==> src/rtl/mic1_mem_arbiter_pkg.sv <==
// mic1_pkg: shared types and helpers for the mic1 memory arbiter.
// Holds the arbiter state encoding, the memory_ctrl bit positions and
// the instruction byte-lane selector used by the arbiter and fetch buffer.
package mic1_pkg;

  typedef enum logic [1:0] {
    IDLE  = 2'd0,
    DATA  = 2'd1,
    FETCH = 2'd2,
    DONE  = 2'd3
  } arb_state_t;

  // Bit positions of the mic1 memory_ctrl field
  localparam int MEMCTL_FETCH = 0;
  localparam int MEMCTL_READ  = 1;
  localparam int MEMCTL_WRITE = 2;

  // Pick the instruction byte out of a memory word for a given byte lane
  function automatic logic [7:0] sel_lane(input logic [31:0] word,
                                          input logic [1:0]  lane,
                                          input logic        big_end);
    logic [1:0]  l;
    logic [31:0] sh;
    l  = big_end ? (2'd3 - lane) : lane;
    sh = word >> {l, 3'b000};
    return sh[7:0];
  endfunction

endpackage

==> src/rtl/mic1_mem_arbiter_if.sv <==
// mic1_mem_arbiter_if: core-side and memory-side bus of the mic1 memory arbiter.
// slave  = the arbiter's view; master = the environment (core + memory) view.
interface mic1_mem_arbiter_if;
  logic        core_read;
  logic        core_write;
  logic        core_fetch;
  logic [31:0] core_addr;
  logic [31:0] core_wdata;
  logic [31:0] core_pc;
  logic [31:0] core_rdata;
  logic [7:0]  core_instr;
  logic        core_stall;
  logic        mem_req;
  logic        mem_we;
  logic [31:0] mem_addr;
  logic [31:0] mem_wdata;
  logic [31:0] mem_rdata;
  logic        mem_ready;

  modport slave (
    input  core_read, core_write, core_fetch, core_addr, core_wdata, core_pc,
    input  mem_rdata, mem_ready,
    output core_rdata, core_instr, core_stall,
    output mem_req, mem_we, mem_addr, mem_wdata
  );

  modport master (
    output core_read, core_write, core_fetch, core_addr, core_wdata, core_pc,
    output mem_rdata, mem_ready,
    input  core_rdata, core_instr, core_stall,
    input  mem_req, mem_we, mem_addr, mem_wdata
  );
endinterface

==> src/rtl/mic1_mem_arbiter_fetch_buffer.sv <==
// mic1_fetch_buffer: one-word instruction buffer (tag = word address, valid bit).
// Only instantiated when MIC1_ARB_FETCH_BUF_EN is defined.
module mic1_fetch_buffer
  import mic1_pkg::*;
#(
  parameter bit BIG_END = 1'b0
) (
  input  logic        clk_i,
  input  logic        reset_i,
  input  logic [31:0] lookup_pc_i,
  output logic        hit_o,
  output logic [7:0]  instr_o,
  input  logic        fill_i,
  input  logic [29:0] fill_tag_i,
  input  logic [31:0] fill_word_i,
  input  logic        inval_i,
  input  logic [29:0] inval_addr_i
);

  logic        valid_q;
  logic [29:0] tag_q;
  logic [31:0] word_q;

  // Fill on a completed fetch; drop the entry when its word is written
  always_ff @(posedge clk_i) begin
    if (reset_i) begin
      valid_q <= 1'b0;
      tag_q   <= 30'd0;
      word_q  <= 32'd0;
    end else if (fill_i) begin
      valid_q <= 1'b1;
      tag_q   <= fill_tag_i;
      word_q  <= fill_word_i;
    end else if (inval_i && (inval_addr_i == tag_q)) begin
      valid_q <= 1'b0;
    end
  end

  assign hit_o   = valid_q & (tag_q == lookup_pc_i[31:2]);
  assign instr_o = sel_lane(word_q, lookup_pc_i[1:0], BIG_END);

endmodule

==> src/rtl/mic1_mem_arbiter.sv <==
// mic1_mem_arbiter: shares one variable-latency memory between the mic1 data
// port (MAR/MDR) and fetch port (PC/MBR), data access always first.
// Optional feature macro: MIC1_ARB_FETCH_BUF_EN (one-word fetch buffer).
module mic1_mem_arbiter
  import mic1_pkg::*;
#(
  parameter int TIMEOUT       = 255,
  parameter bit FETCH_BIG_END = 1'b0
) (
  input  logic                clk,
  input  logic                reset,
  input  logic                run,
  mic1_mem_arbiter_if.slave   bus,
  output logic                err
);

  localparam bit          TMO_EN   = (TIMEOUT != 0);
  localparam logic [31:0] TMO_LAST = 32'(TIMEOUT - 1);

  arb_state_t  state_q, state_d;
  logic        rd_q, fe_q;
  logic [31:0] pc_q;
  logic [31:0] cnt_q;
  logic        mem_req_q, mem_we_q, err_q;
  logic [31:0] mem_addr_q, mem_wdata_q, core_rdata_q;
  logic [7:0]  core_instr_q;
  logic        core_stall_s;
  logic [2:0]  req_vec_s;
  logic        any_req_s, data_req_s, tmo_s, acc_done_s;
  logic        fb_hit_s;
  logic [7:0]  fb_instr_s;
  logic        unused_s;

  assign req_vec_s[MEMCTL_FETCH] = bus.core_fetch;
  assign req_vec_s[MEMCTL_READ]  = bus.core_read;
  assign req_vec_s[MEMCTL_WRITE] = bus.core_write;
  assign any_req_s  = |req_vec_s;
  assign data_req_s = req_vec_s[MEMCTL_READ] | req_vec_s[MEMCTL_WRITE];
  assign tmo_s      = TMO_EN & mem_req_q & ~bus.mem_ready & (cnt_q == TMO_LAST);
  assign acc_done_s = mem_req_q & (bus.mem_ready | tmo_s);
  assign unused_s   = ^bus.core_addr[31:30];

`ifdef MIC1_ARB_FETCH_BUF_EN
  mic1_fetch_buffer #(.BIG_END(FETCH_BIG_END)) u_fetch_buffer (
    .clk_i        (clk),
    .reset_i      (reset),
    .lookup_pc_i  (bus.core_pc),
    .hit_o        (fb_hit_s),
    .instr_o      (fb_instr_s),
    .fill_i       ((state_q == FETCH) & mem_req_q & bus.mem_ready),
    .fill_tag_i   (pc_q[31:2]),
    .fill_word_i  (bus.mem_rdata),
    .inval_i      ((state_q == IDLE) & bus.core_write),
    .inval_addr_i (bus.core_addr[29:0])
  );
`else
  assign fb_hit_s   = 1'b0;
  assign fb_instr_s = 8'h00;
`endif

  // FSM state register
  always_ff @(posedge clk) begin
    if (reset) state_q <= IDLE;
    else       state_q <= state_d;
  end

  // FSM next-state: serialise data access before fetch, hold DONE until run
  always_comb begin
    state_d = state_q;
    case (state_q)
      IDLE: begin
        if (!any_req_s)     state_d = IDLE;
        else if (data_req_s) state_d = DATA;
        else if (fb_hit_s)  state_d = DONE;
        else                state_d = FETCH;
      end
      DATA: begin
        if (acc_done_s) state_d = fe_q ? FETCH : DONE;
        else            state_d = DATA;
      end
      FETCH: begin
        if (acc_done_s) state_d = DONE;
        else            state_d = FETCH;
      end
      DONE: begin
        if (run) state_d = IDLE;
        else     state_d = DONE;
      end
      default: state_d = IDLE;
    endcase
  end

  // FSM output: freeze the core until results are ready and run is high
  always_comb begin
    core_stall_s = 1'b0;
    case (state_q)
      IDLE:    core_stall_s = any_req_s;
      DATA:    core_stall_s = 1'b1;
      FETCH:   core_stall_s = 1'b1;
      DONE:    core_stall_s = ~run;
      default: core_stall_s = 1'b0;
    endcase
  end

  // Request latching, memory bus registers, timeout counter and result capture
  always_ff @(posedge clk) begin
    if (reset) begin
      rd_q <= 1'b0; fe_q <= 1'b0; pc_q <= 32'd0; cnt_q <= 32'd0;
      mem_req_q <= 1'b0; mem_we_q <= 1'b0; err_q <= 1'b0;
      mem_addr_q <= 32'd0; mem_wdata_q <= 32'd0;
      core_rdata_q <= 32'd0; core_instr_q <= 8'h00;
    end else begin
      case (state_q)
        IDLE: begin
          if (any_req_s) begin
            // write wins over a simultaneous read; the read result is dropped
            rd_q  <= req_vec_s[MEMCTL_READ] & ~req_vec_s[MEMCTL_WRITE];
            fe_q  <= req_vec_s[MEMCTL_FETCH];
            pc_q  <= bus.core_pc;
            cnt_q <= 32'd0;
            if (req_vec_s[MEMCTL_READ] && req_vec_s[MEMCTL_WRITE]) err_q <= 1'b1;
            if (data_req_s) begin
              mem_req_q   <= 1'b1;
              mem_we_q    <= req_vec_s[MEMCTL_WRITE];
              mem_addr_q  <= {bus.core_addr[29:0], 2'b00};
              mem_wdata_q <= bus.core_wdata;
            end else if (fb_hit_s) begin
              core_instr_q <= fb_instr_s;
            end else begin
              mem_req_q  <= 1'b1;
              mem_we_q   <= 1'b0;
              mem_addr_q <= {bus.core_pc[31:2], 2'b00};
            end
          end
        end
        DATA: begin
          if (acc_done_s) begin
            mem_req_q <= 1'b0;
            mem_we_q  <= 1'b0;
            if (rd_q)  core_rdata_q <= tmo_s ? 32'd0 : bus.mem_rdata;
            if (tmo_s) err_q <= 1'b1;
          end else begin
            cnt_q <= cnt_q + 32'd1;
          end
        end
        FETCH: begin
          if (!mem_req_q) begin
            // reissue after the idle gap that follows a data access
            mem_req_q  <= 1'b1;
            mem_we_q   <= 1'b0;
            mem_addr_q <= {pc_q[31:2], 2'b00};
            cnt_q      <= 32'd0;
          end else if (acc_done_s) begin
            mem_req_q    <= 1'b0;
            core_instr_q <= tmo_s ? 8'h00 : sel_lane(bus.mem_rdata, pc_q[1:0], FETCH_BIG_END);
            if (tmo_s) err_q <= 1'b1;
          end else begin
            cnt_q <= cnt_q + 32'd1;
          end
        end
        DONE: begin
          mem_req_q <= 1'b0;
        end
        default: begin
          mem_req_q <= 1'b0;
        end
      endcase
    end
  end

  assign bus.core_stall = core_stall_s;
  assign bus.core_rdata = core_rdata_q;
  assign bus.core_instr = core_instr_q;
  assign bus.mem_req    = mem_req_q;
  assign bus.mem_we     = mem_we_q;
  assign bus.mem_addr   = mem_addr_q;
  assign bus.mem_wdata  = mem_wdata_q;
  assign err            = err_q;

endmodule

==> src/flat_wrapper.sv <==
// flat-port wrapper written by rule: the top's interface ports become plain ports
module mic1_mem_arbiter_flat import mic1_pkg::*;
#(
  parameter int TIMEOUT       = 255,
  parameter bit FETCH_BIG_END = 1'b0
)
  (clk, reset, run, err, bus_core_read, bus_core_write, bus_core_fetch, bus_core_addr, bus_core_wdata, bus_core_pc, bus_mem_rdata, bus_mem_ready, bus_core_rdata, bus_core_instr, bus_core_stall, bus_mem_req, bus_mem_we, bus_mem_addr, bus_mem_wdata);
  mic1_mem_arbiter_if bus_i ();
  input  logic clk;
  input  logic reset;
  input  logic run;
  output logic err;
  input wire logic [$bits(bus_i.core_read)-1:0] bus_core_read;
  input wire logic [$bits(bus_i.core_write)-1:0] bus_core_write;
  input wire logic [$bits(bus_i.core_fetch)-1:0] bus_core_fetch;
  input wire logic [$bits(bus_i.core_addr)-1:0] bus_core_addr;
  input wire logic [$bits(bus_i.core_wdata)-1:0] bus_core_wdata;
  input wire logic [$bits(bus_i.core_pc)-1:0] bus_core_pc;
  input wire logic [$bits(bus_i.mem_rdata)-1:0] bus_mem_rdata;
  input wire logic [$bits(bus_i.mem_ready)-1:0] bus_mem_ready;
  output wire logic [$bits(bus_i.core_rdata)-1:0] bus_core_rdata;
  output wire logic [$bits(bus_i.core_instr)-1:0] bus_core_instr;
  output wire logic [$bits(bus_i.core_stall)-1:0] bus_core_stall;
  output wire logic [$bits(bus_i.mem_req)-1:0] bus_mem_req;
  output wire logic [$bits(bus_i.mem_we)-1:0] bus_mem_we;
  output wire logic [$bits(bus_i.mem_addr)-1:0] bus_mem_addr;
  output wire logic [$bits(bus_i.mem_wdata)-1:0] bus_mem_wdata;
  assign bus_i.core_read = bus_core_read;
  assign bus_i.core_write = bus_core_write;
  assign bus_i.core_fetch = bus_core_fetch;
  assign bus_i.core_addr = bus_core_addr;
  assign bus_i.core_wdata = bus_core_wdata;
  assign bus_i.core_pc = bus_core_pc;
  assign bus_i.mem_rdata = bus_mem_rdata;
  assign bus_i.mem_ready = bus_mem_ready;
  assign bus_core_rdata = bus_i.core_rdata;
  assign bus_core_instr = bus_i.core_instr;
  assign bus_core_stall = bus_i.core_stall;
  assign bus_mem_req = bus_i.mem_req;
  assign bus_mem_we = bus_i.mem_we;
  assign bus_mem_addr = bus_i.mem_addr;
  assign bus_mem_wdata = bus_i.mem_wdata;
  mic1_mem_arbiter #(.TIMEOUT(TIMEOUT), .FETCH_BIG_END(FETCH_BIG_END)) u_core (.clk(clk), .reset(reset), .run(run), .bus(bus_i), .err(err));
endmodule
==> config.mk <==
export PLATFORM = sky130hd
export DESIGN_NAME = mic1_mem_arbiter_flat
export DESIGN_NICKNAME = d
export VERILOG_FILES = /design/src/rtl/mic1_mem_arbiter_pkg.sv /design/src/rtl/mic1_mem_arbiter_if.sv /design/src/rtl/mic1_mem_arbiter_fetch_buffer.sv /design/src/rtl/mic1_mem_arbiter.sv /design/src/flat_wrapper.sv
export SDC_FILE = /design/constraint.sdc
export NUM_CORES = 1
export LEC_CHECK = 0
export ABC_CLOCK_PERIOD_IN_PS = 2300
export CORE_MARGIN = 2
export CORE_UTILIZATION = 42
export DETAILED_ROUTE_END_ITERATION = 6
export PLACE_DENSITY = 0.76
export SETUP_SLACK_MARGIN = 0.15
export SLEW_MARGIN = 40
export SYNTH_ARGS = -nofsm -noshare
export SYNTH_HDL_FRONTEND = slang
export SYNTH_SLANG_ARGS = --single-unit
==> constraint.sdc <==
create_clock -name clk -period 2.3 [get_ports clk]
set_input_delay 0.46 -clock clk [delete_from_list [all_inputs] [get_ports clk]]
set_output_delay 0.46 -clock clk [all_outputs]
set_load 0.01 [all_outputs]
# ---- Yosys cells after proc, flatten, opt, wreduce, memory -nomap -nowiden
# Index checks and enable logic that the tools add are counted.
dict set report op_classes {
  n_eq_ne 9
  add_sub_neg 1
  n_bitwise 9
  muxes 33
  n_shift 1
  n_reduce_logical 15
}
# operator count
set ops {}
lappend ops {{$mux 32} 7}
lappend ops {{$pmux 32 s3} 1}
lappend ops {{$pmux 32 s2} 1}
lappend ops {{$add 32x1->32 const B} 1}
lappend ops {{$eq 32x8->1 const B} 1}
lappend ops {{$shr 32x5->8} 1}
lappend ops {{$mux 1} 14}
lappend ops {{$reduce_and 3->1} 4}
lappend ops {{$pmux 1 s3} 3}
lappend ops {{$mux 2} 4}
lappend ops {{$mux 8} 1}
lappend ops {{$ne 2x1->1 const B} 4}
lappend ops {{$pmux 2 s4} 1}
lappend ops {{$reduce_and 4->1} 2}
lappend ops {{$reduce_and 2->1} 3}
lappend ops {{$and 1x1->1} 4}
lappend ops {{$eq 2x2->1 const B} 2}
lappend ops {{$pmux 1 s4} 1}
lappend ops {{$not 1->1} 3}
lappend ops {{$reduce_bool 3->1} 1}
lappend ops {{$reduce_or 3->1} 1}
lappend ops {{$eq 2x1->1 const B} 1}
lappend ops {{$logic_not 2->1} 1}
lappend ops {{$ne 2x2->1 const B} 1}
lappend ops {{4 further kinds} 5}
dict set report totals {
  output_inout_bits 108
  reg_bits 175
}

# ---- Depth between registers and ports, before layout
dict set report logic_depth {
  depth_word 8
  mapped_depth 9
}

# ---- Least setup slack after synthesis
# OpenSTA, ideal clock, no wires.
dict set report synth_path {
  path_kind {reg-to-reg}
  from {register u_core.state_q[0]}
  to {register u_core.cnt_q[12]}
  path_stages_with_launch 8
  setup_slack_ps 151
  t_arrival_ps 2074
  synth_period_minus_slack_ps 2149
  path_cell_list {dfxtp_1 > inv_1 > ha_1 > nor4b_1 > or3_4 > or3_4 > or4_1 > a31oi_1}
}
dict set report synth_between {
  elab_chain_cells 3
  word_cells_on_any_way 7
  cone_classes {3 x eq/ne; 1 x mux; 3 x reduce/logical}
}
# item line
set synth_lines {}
lappend synth_lines {{start: declaration} mic1_mem_arbiter.sv:20} ;# arb_state_t state_q, state_d;
lappend synth_lines {{start signal: assignment} mic1_mem_arbiter.sv:64} ;# else state_q <= state_d;
lappend synth_lines {{$eq 2x1->1 (tied with other cells)} mic1_mem_arbiter.sv:113} ;# case (state_q)
lappend synth_lines {{$reduce_bool 3->1 (no source line) / $ne 2x1->1 (equally long branches)} n/a}
lappend synth_lines {{$reduce_and 2->1 (no source line)} n/a}
lappend synth_lines {{end signal: assignment} mic1_mem_arbiter.sv:143} ;# cnt_q <= cnt_q + 32'd1;
lappend synth_lines {{end signal: assignment} mic1_mem_arbiter.sv:158} ;# cnt_q <= cnt_q + 32'd1;
lappend synth_lines {{end: declaration} mic1_mem_arbiter.sv:23} ;# logic [31:0] cnt_q;
# Several ways; a longest one is shown, not always the timed one.
# A chain may end at the register's enable or synchronous reset.

# ---- Final worst setup path
dict set report layout_path {
  from {input bus_core_read}
  to {register u_core.cnt_q[14]}
}
dict set report layout_between {
  elab_chain_cells 3
}
# item line
set layout_lines {}
lappend layout_lines {{start: declaration} flat_wrapper.sv:13} ;# input wire logic [$bits(bus_i.core_read)-1:0] bus_core_read;
lappend layout_lines {{$reduce_or 3->1} mic1_mem_arbiter.sv:37} ;# assign any_req_s = |req_vec_s;
lappend layout_lines {{$ne 2x1->1 (no source line)} n/a}
lappend layout_lines {{$reduce_and 2->1 (no source line)} n/a}
# Every way passes these cells.

==> run_results.csv <==
group,metric,value,unit
outcome,status,"complete, no violations",
power_and_ir_drop,p_per_area,839.2,nW/µm²
synth,synthArstFlopShare,0,%
synth,synth.largest_area_cell,"dfxtp_1",
floorplan,core-area,17900,µm²
sta,relSlewSlack,59.03,%
sta,holdWs,453.8,ps
routing,post_drt_wl_per_cell,16.71,µm
grt,grt_max_degree,65,
placement,dp_hpwl,16750,µm
worst_setup_path,path_class,"in2reg",
worst_setup_path,cp-start-kind,"input port",
floorplan,rows,49,
synth,avgSynthCellArea,7.973,µm²
sta,setup_viol,0,
routing,dr_total_vias,7762,
placement,globalplace.congestion,0.8715,
synth,syn_inst,956,
grt,antenna_found_initial,0,
routing,route.detailed.drc,0,
layout,layout_commonest_cell,"nand2_1",
sta,drv_slew,0,
sta,clock-skew-final,11.08,ps
routing,vias_per_cell,5.360,
synth,ys_seq_elements,173,
worst_setup_path,critPathSlowestCell,"clkdlybuf4s50_1",
worst_setup_path,critPathRequiredTime,2600,ps
sta,worst_slew_pin_slew,613.6,ps
floorplan,fp.dieH,138.7,µm
synth,synth_top_area_share,45.44,%
routing,final_antenna_net_count,0,
clocking,clk_latency,430,ps
layout,diodes,0,
layout,seq_area,3466,µm²
layout,n_fill_cell,1536,
routing,first_pass_iters,5,
clocking,cts_buffer_depth,2,
floorplan,die_x,138.7,µm
clocking,cts_hold_buf,0,
grt,grtUsageTotal,24.61,%
synth,ys.warnings.count,0,
sta,final_hold_viol_count,0,
grt,grt_pass1_vias,7581,
synth,ys.flop_type,"dfxtp_1",
sta,layout_setup_ws,128.7,ps
worst_setup_path,cp.arrival,2470,ps
routing,first_iter_violations,382,
power_and_ir_drop,ir_drop,0.7052,mV
grt,grt_pass1_wl,38540,µm
floorplan,initial_core_util,42.58,%
sta,timing.fmax,460.6,MHz
layout,multi_input_area,3950,µm²
placement,pre_cts_ws,-345.9,ps
hold_path,worstHoldPathType,"reg2reg",
power_and_ir_drop,power.leakage,4.202,nW
clocking,cts.sinks,173,
clocking,cts_root_buf,"clkbuf_16",
layout,layout_common_cells,"nand2_1, clkdlybuf4s50_1, dfxtp_1",
sta,tns,0,ps
floorplan,ios,243,
sta,finalCritPeriodShare,94.40,%
worst_setup_path,crit_fanout,4,
synth,ys_seq_area_share,45.44,%
synth,synth_area_leaders,"dfxtp_1, nand2_1, a21oi_1",
worst_setup_path,worst_path_most_repeated_cell,"or3_4",
layout,drive_above_1_share,11.32,%
grt,grt-ovfl-total,0,
placement,port_buffers,238,
synth,synth_edf_count,0,
worst_setup_path,max_stage_delay,590,ps
routing,finalWirelength,24200,µm
synth,synth_area,7622,µm²
layout,fin_nets,1347,
sta,rsz0062_at_grt,"true",
worst_setup_path,rrSetupSlack,170,ps
job,maxCapViolations,0,
layout,syn_to_final_growth,48.69,%
clocking,cts_made_buffers,17,
worst_setup_path,path_cells,"clkdlybuf4s50_1 > nor4b_4 > or3_4 > or3_4 > buf_4 > o311ai_2 > o41ai_1",
synth,synthDistinctLibCells,59,
clocking,cts_tree,"built",
clocking,path_clk_slew,70,ps
worst_setup_path,endpoint_kind,"flip-flop",
sta,period_minus_slack,2171,ps
clocking,h-tree-depth,4,
floorplan,die_area,19240,µm²
==> logic make-up after synthesis <==
group / count (synthesis) / share of synthesized area, %
and+or+nand+nor: 375 / 21.96
AOI/OAI and AO/OA: 272 / 19.94
DFF: 173 / 45.44
buffers and inverters: 82 / 4.284
muxes: 38 / 6.303
xor gates and xnor gates: 9 / 1.034
adders and majority gates: 6 / 0.9849
other: 1 / 0.04920
==> worst paths after layout <==
kind                                         startpoint                 endpoint  cells past startpoint
worst max-delay path                      bus_core_read         u_core.cnt_q[14]                      7
worst min-delay path            u_core.bus.mem_addr[17]  u_core.bus.mem_addr[17]                      2
worst max register to register        u_core.state_q[1]         u_core.cnt_q[14]                      8
worst min register to register  u_core.bus.mem_addr[17]  u_core.bus.mem_addr[17]                      2
==> cell type report <==
type,count,area share (%)
multi-input cells,702,34.85
flip-flops and latches,173,30.58
repair buffers,299,26.26
clock buffers,19,3.996
well taps,229,2.528
clock inverters,13,1.347
inverters,13,0.4306
==> worst max-delay path, delay by kind of cell <==
kind | cells | cell delay, ps
and+or+nand+nor | 3 | 880
AOI/OAI and AO/OA | 2 | 380
buffers and inverters | 2 | 740
==> cell usage after synthesis (5+ instances only) <==
cell type and count:
or4_1 5, nand2_1 268, nor2_1 23, or3_1 16, ha_1 6, nand3_1 11, nor3_1 7, o21ai_0 69
clkbuf_1 57, o31ai_1 6, a21oi_1 147, a22o_1 8, a211oi_1 6, xor2_1 6, dfxtp_1 173, mux2i_1 30
buf_2 9, mux4_2 8, inv_1 13, o21ai_1 12, nand4_1 13
==> metal layers <==
metal / routed length [µm] / up-vias / share of wire (%) / track usage, %
met1: 10140 / 3609 / 42 / 29.93
li1: - / 3822 / - / -
met5: 0 / - / 0 / 0
met4: 843 / 0 / 3.5 / 10.85
met3: 1558 / 61 / 6.4 / 6.802
met2: 11650 / 270 / 48 / 40.98
==> what timing repair did <==
item,4_1_cts,5_1_grt
gates resized for setup,10,18
setup buffers,2,4
pin swaps,2,8
setup endpoints to repair,23,61
==> per-stage QoR <==
step	util, %	instance area [µm²]	power [mW]	cells
floorplan	-	7626	5.041	957
global placement	59.11	10580	6.480	1410
detailed placement	59.11	10580	6.533	1410
CTS	62.67	11220	9.514	1444
global route	63.31	11330	9.979	1448
finish	63.31	11330	9.511	1448
==> report_power, final <==
part           switching (mW)  internal [mW]  total, mW  leakage (nW)
Sequential              0.217           3.35       3.57          1.41
Clock                    1.28           1.68       2.96         0.293
Combinational            1.55           1.42       2.97          2.50
==> sequential cells by signal (all words and copies together), names as in the netlist <==
name,flops
u_core.bus.mem_we,1
u_core.err,1
u_core.bus.mem_addr,30
u_core.fe_q,1
u_core.bus.core_instr,8
u_core.rd_q,1
u_core.state_q,2
u_core.bus.mem_req,1
u_core.cnt_q,32
u_core.bus.mem_wdata,32
u_core.bus.core_rdata,32
u_core.pc_q,32
Power figures use the tool's default switching activity.
==> patch 1 (same flow settings) <==
Re-encode `arb_state_t` (4 states) as one-hot, 4 bits wide.
--- a/src/rtl/mic1_mem_arbiter_pkg.sv
+++ b/src/rtl/mic1_mem_arbiter_pkg.sv
@@ -3,11 +3,11 @@
 // the instruction byte-lane selector used by the arbiter and fetch buffer.
 package mic1_pkg;
 
-  typedef enum logic [1:0] {
-    IDLE  = 2'd0,
-    DATA  = 2'd1,
-    FETCH = 2'd2,
-    DONE  = 2'd3
+  typedef enum logic [3:0] {
+    IDLE  = 4'b0001,
+    DATA  = 4'b0010,
+    FETCH = 4'b0100,
+    DONE  = 4'b1000
   } arb_state_t;
 
   // Bit positions of the mic1 memory_ctrl field
Function: same outputs for any inputs over 4 cycles, from zero or initial values and one cycle with reset high; so few cycles prove little.
==> patch 1 against the original RTL <==
  * Global-route usage shrank 1.1 points
  * Count of clock-buffer cells in the layout is the same
  * Register-to-register slack lost 0.097 ns
  * Via count grew 4.3%
  * Core utilization grew 1.9 points
  * Sequential cell count grew 2
  * Largest cell class unchanged
  * Sequential share of layout area shrank 0.59 points
  * Total power grew 29%
  * Clock skew grew 0.0024 ns
  * Final area grew 3.3%
  * Wire length grew 3.7%
  * Synthesized area grew 0.84%
  * Worst setup slack lost 0.056 ns
==> patch 1: results (changes against the original RTL) <==
** Status
- The flow ran to the end, and the final reports show no timing, DRC or antenna violations.

** Setup path
- Following the worst setup path forward leads to its endpoint at u_core.cnt_q[30].
- The maximum net fanout on the critical path is 6 (+2).
- The peak per-stage delay on the critical path is 0.57 ns (-0.02 ns).
- The critical path starts at u_core.cnt_q[8].
- Worst R2R Setup Slack :: 0.07 ns (-0.10 ns)
- CP max stage cell :: sky130_fd_sc_hd__or4_1

** Global routing
- Met3 track demand over resource :: 0.0561 (-0.0119)
- Vias in the first global route :: 7375 (-2.7%)
- The first-pass GRT wire length is 37.6 mm (-2.3%).
- The met1 global-route usage is 0.309 (+0.00995).
- The overall routing resource usage is 0.235 (-0.0107).
- The global routing usage on met2 is 0.382 (-0.0275).
- The pin count of the biggest net entering global routing came to 67 (+3.1%).

** Power and ir drop
- Leakage power summed over all cells :: 4.25 nW (+1.1%)
- The total internal power was 7.80 mW (+21%).
- Max rail drop VDD :: 0.000791 V (+12%)

** Layout
- Number of nets in the layout :: 1338 (-0.67%)
- The share of post-route cells with drive strength above 1 is 0.142 (+0.0286).
- Filler cells :: 1551 (+0.98%)
- The number of cells in the finished layout apart from fillers was 1442 (-0.41%).

** Placement
- Pre-CTS WS :: -0.545 ns (-0.199 ns)
- Area of placed instances :: 10700 µm² (+0.95%)
- The post-DP HPWL is 16.1 mm (-3.8%).
- Final GP Congestion :: 0.883 (+1.3%)

** Yosys
- Count of unique library cells instantiated by Yosys :: 50 (-15%)
- Register area share after synthesis :: 0.456 (+0.00144)
- Main area contributors after synthesis :: sky130_fd_sc_hd__dfxtp_1 46%, sky130_fd_sc_hd__nand2_1 11%, sky130_fd_sc_hd__a21oi_1 8.7%, sky130_fd_sc_hd__a22o_1 3.6%, sky130_fd_sc_hd__o21ai_0 3.3%
- Synthesized netlist cell count :: 948 (-0.84%)
- Commonest cells in the synthesized netlist :: 225 x sky130_fd_sc_hd__nand2_1, 175 x sky130_fd_sc_hd__dfxtp_1, 133 x sky130_fd_sc_hd__a21oi_1

** Min path
- Type of the most critical hold path :: input port to flip-flop

** Detailed routing
- Met3 routed WL :: 1.85 mm (+19%)
- The routed via count divided by cell count was 5.62 (+4.8%).
- The detailed-route wire length on metal 1 was 10.5 mm (+3.2%).
- The initial detailed-routing violation count was 525 (+37%).
- The wire length reported by the detailed router came to 25.1 mm (+3.7%).
- The routed wire length on met2 is 12.2 mm (+5.1%).

** STA
- Worst Skew :: 0.0135 ns (+0.00241 ns)
- The achievable clock frequency is 449 MHz (-2.5%).
- Slew at the pin with the worst max-slew slack :: 0.554 ns (-0.0592 ns)
==> patch 1: worst min path at each step <==
stage	start	endpoint	slack, ns	cells after the start
after floorplan	u_core.pc_q[10]	u_core.pc_q[10]	0.44	2
after global placement	u_core.err	u_core.err	0.44	2
after detailed placement	u_core.bus.mem_addr[11]	u_core.bus.mem_addr[11]	0.44	2
after CTS	reset	u_core.bus.core_instr[0]	0.39	2
after global routing	reset	u_core.bus.mem_addr[24]	0.41	2
final	reset	u_core.bus.core_instr[7]	0.40	2
==> patch 1: timing repair <==
| item | CTS | global route |
|---|---|---|
| endpoints found under the setup margin | 3 | 64 |
| cloned | 0 | 6 |
| gates resized for setup | 15 | 52 |
| setup buffers | 1 | 3 |
| pin swaps | 4 | 30 |
==> patch 1: layout make-up <==
cell class | count | area, µm² | share of cell area
multi-input cells | 692 | 4140 | 0.354
repair buffers | 310 | 3180 | 0.271
clock inverters | 12 | 124 | 0.0106
clock buffers | 19 | 453 | 0.0387
flip-flops and latches | 175 | 3510 | 0.300
well taps | 229 | 287 | 0.0245
inverters | 5 | 18.8 | 0.00160
==> patch 1: logic make-up (layout without fill, tap and decap cells) <==
kind of cell,count (synthesis),count (layout),synth area share
other,1,2,0.000488
XOR/XNOR,1,1,0.00114
flip-flops,175,175,0.456
multiplexers,13,13,0.0300
AND/OR/NAND/NOR,392,392,0.241
adder cells (fa/ha/maj),2,2,0.00326
AO/OA/AOI/OAI,282,282,0.224
buffers and inverters,82,346,0.0443
==> patch 1: power by group through the flow <==
stage / sequential (mW) / clock, mW / combinational [mW]
5_1_grt: 4.02 / 3.05 / 5.86
6_report: 3.95 / 2.88 / 5.45
4_1_cts: 3.93 / 2.91 / 4.95
3_3_place_gp: 3.97 / 0 / 4.83
3_5_place_dp: 3.99 / 0 / 4.88
2_1_floorplan: 4.10 / 0 / 2.32
==> patch 2 (config.mk and constraints unchanged) <==
Without the edit above. `FETCH_BIG_END` is set to 1'b0 in 2 places; all go to 1'b1.
--- a/src/rtl/mic1_mem_arbiter.sv
+++ b/src/rtl/mic1_mem_arbiter.sv
@@ -5,7 +5,7 @@
   import mic1_pkg::*;
 #(
   parameter int TIMEOUT       = 255,
-  parameter bit FETCH_BIG_END = 1'b0
+  parameter bit FETCH_BIG_END = 1'b1
 ) (
   input  logic                clk,
   input  logic                reset,
--- a/src/flat_wrapper.sv
+++ b/src/flat_wrapper.sv
@@ -2,7 +2,7 @@
 module mic1_mem_arbiter_flat import mic1_pkg::*;
 #(
   parameter int TIMEOUT       = 255,
-  parameter bit FETCH_BIG_END = 1'b0
+  parameter bit FETCH_BIG_END = 1'b1
 )
   (clk, reset, run, err, bus_core_read, bus_core_write, bus_core_fetch, bus_core_addr, bus_core_wdata, bus_core_pc, bus_mem_rdata, bus_mem_ready, bus_core_rdata, bus_core_instr, bus_core_stall, bus_mem_req, bus_mem_we, bus_mem_addr, bus_mem_wdata);
   mic1_mem_arbiter_if bus_i ();
Behaviour: not the same (a bounded check fails within 4 cycles, from zero or initial values and one cycle with reset high).
==> patch 2 against the original RTL <==
  * Worst hold slack got worse by 0.0016 ns
  * Sequential power about the same
  * Sequential cell count did not move
  * Via count grew 0.50%
  * Wire length shrank 3.3%
  * Clock skew is 0.0018 ns higher
  * Global-route usage down 1.8 points
  * Synthesized area grew 0.95%
  * Die area grew 0.92%
  * Core utilization up 0.27 points
  * Final area is 0.77% higher
  * Worst setup slack gained 0.066 ns
  * Total power is 0.93% higher
  * Fmax is 3.1% higher
==> patch 2: results (changes against the original RTL) <==
** Status
- Outcome :: finished, final reports clean

** Global routing
- The overall routing resource usage was 0.228 (-0.0178).
- Vias in the first global route :: 7200 (-5.0%)
- Pin count of the biggest net entering global routing :: 111 (+71%)
- The met1 global-route usage is 0.291 (-0.00851).
- The routing usage on met3 was 0.0613 (-0.00677).
- Wire length of the first global-routing pass :: 36.4 mm (-5.6%)

** Layout
- Number of nets in the layout :: 1361 (+1.0%)
- The non-clock buffer area fraction after layout is 0.260 (-0.00300).
- Filler cells :: 1546 (+0.65%)
- Ratio of cells with drive above 1 in the final layout :: 0.110 (-0.00291)
- The clock network area share is 0.0544 (+0.00101).
- Number of diodes added for antenna fixing :: 1 (+1)
- The non-clock buffer total of the final layout came to 293 (-2.0%).
- Area of the multi-input gates :: 4040 µm² (+2.3%)
- Count of inverters other than clock inverters in the layout :: 9 (-4)
- Area taken by flip-flops and latches :: 3470 µm² (about the same)

** Placement
- The post-DP HPWL is 15.7 mm (-6.0%).
- Pre-CTS WS :: -0.126 ns (+0.220 ns)
- The final RePlAce weighted congestion is 0.878 (+0.78%).

** Detailed routing
- The detailed-route wire length on metal 1 was 10.1 mm (-0.52%).
- Met2 routed WL :: 11.2 mm (-3.7%)
- Met3 routed WL :: 1.50 mm (-3.5%)
- Sum of routed wire length over all layers :: 23.4 mm (-3.3%)
- Number of violations reported at the end of detailed-routing iteration 0 :: 494 (+29%)

** Power and ir drop
- Leakage power summed over all cells :: 4.25 nW (+1.2%)
- The maximum vdd ir drop came to 0.000768 V (+8.9%).
- The switching share of power is 0.317 (-0.00433).

** Yosys
- The adder-cell area share of the yosys netlist is 0.00976 (-0.0000929).
- Share of the synthesized area in compound gates (AO/OA/AOI/OAI) :: 0.197 (-0.00237)
- Register area share after synthesis :: 0.450 (-0.00429)
- Multiplexer share of the synthesized area :: 0.0624 (-0.000594)
- Post-synthesis share of cell area spent on xor and xnor gates :: 0.00797 (-0.00237)
- Average footprint of a synthesized cell :: 7.88 µm² (-1.2%)
- Commonest cells in the synthesized netlist :: 278 x sky130_fd_sc_hd__nand2_1, 173 x sky130_fd_sc_hd__dfxtp_1, 158 x sky130_fd_sc_hd__a21oi_1
- Main area contributors after synthesis :: sky130_fd_sc_hd__dfxtp_1 45%, sky130_fd_sc_hd__nand2_1 14%, sky130_fd_sc_hd__a21oi_1 10%, sky130_fd_sc_hd__o21ai_0 5.9%, sky130_fd_sc_hd__mux2i_1 3.9%

** STA
- Worst slew slack as a fraction of its limit :: 0.582 (-0.00866)
- Worst Skew :: 0.0129 ns (+0.00181 ns)
- The tightest hold margin came to 0.452 ns (-0.00160 ns).
- The final setup slack of the worst path is 0.194 ns (+0.0657 ns).

** Setup path
- Critical Path Max Stage Delay :: 0.51 ns (-0.08 ns)
- Cell type group with the largest total delay on the critical path :: buffers and inverters
patch 2: cell types whose count changed in the layout (fill, tap and decap cells not counted), moves of 5 or more:
cell                      before  now
sky130_fd_sc_hd__a21oi_1     145  158
sky130_fd_sc_hd__a22o_1        8    0
sky130_fd_sc_hd__buf_4        50   41
sky130_fd_sc_hd__nand2_1     268  278
sky130_fd_sc_hd__o21ai_1      11   21
sky130_fd_sc_hd__or3_4         5    0
patch 2: per-stage QoR:
step	utilization	power, mW	instance area, µm²
floorplan	-	5.05	7700
global placement	0.588	6.46	10600
detailed placement	0.588	6.50	10600
CTS	0.625	9.53	11200
global route	0.636	10.1	11400
finish	0.636	9.60	11400
patch 2: final timing paths:
| check | start | end |
|---|---|---|
| max | bus_core_read | bus_core_stall |
| min | u_core.bus.mem_wdata[18] | u_core.bus.mem_wdata[18] |
| max reg2reg | u_core.cnt_q[0] | u_core.bus.core_rdata[29] |
| min reg2reg | u_core.bus.mem_wdata[18] | u_core.bus.mem_wdata[18] |
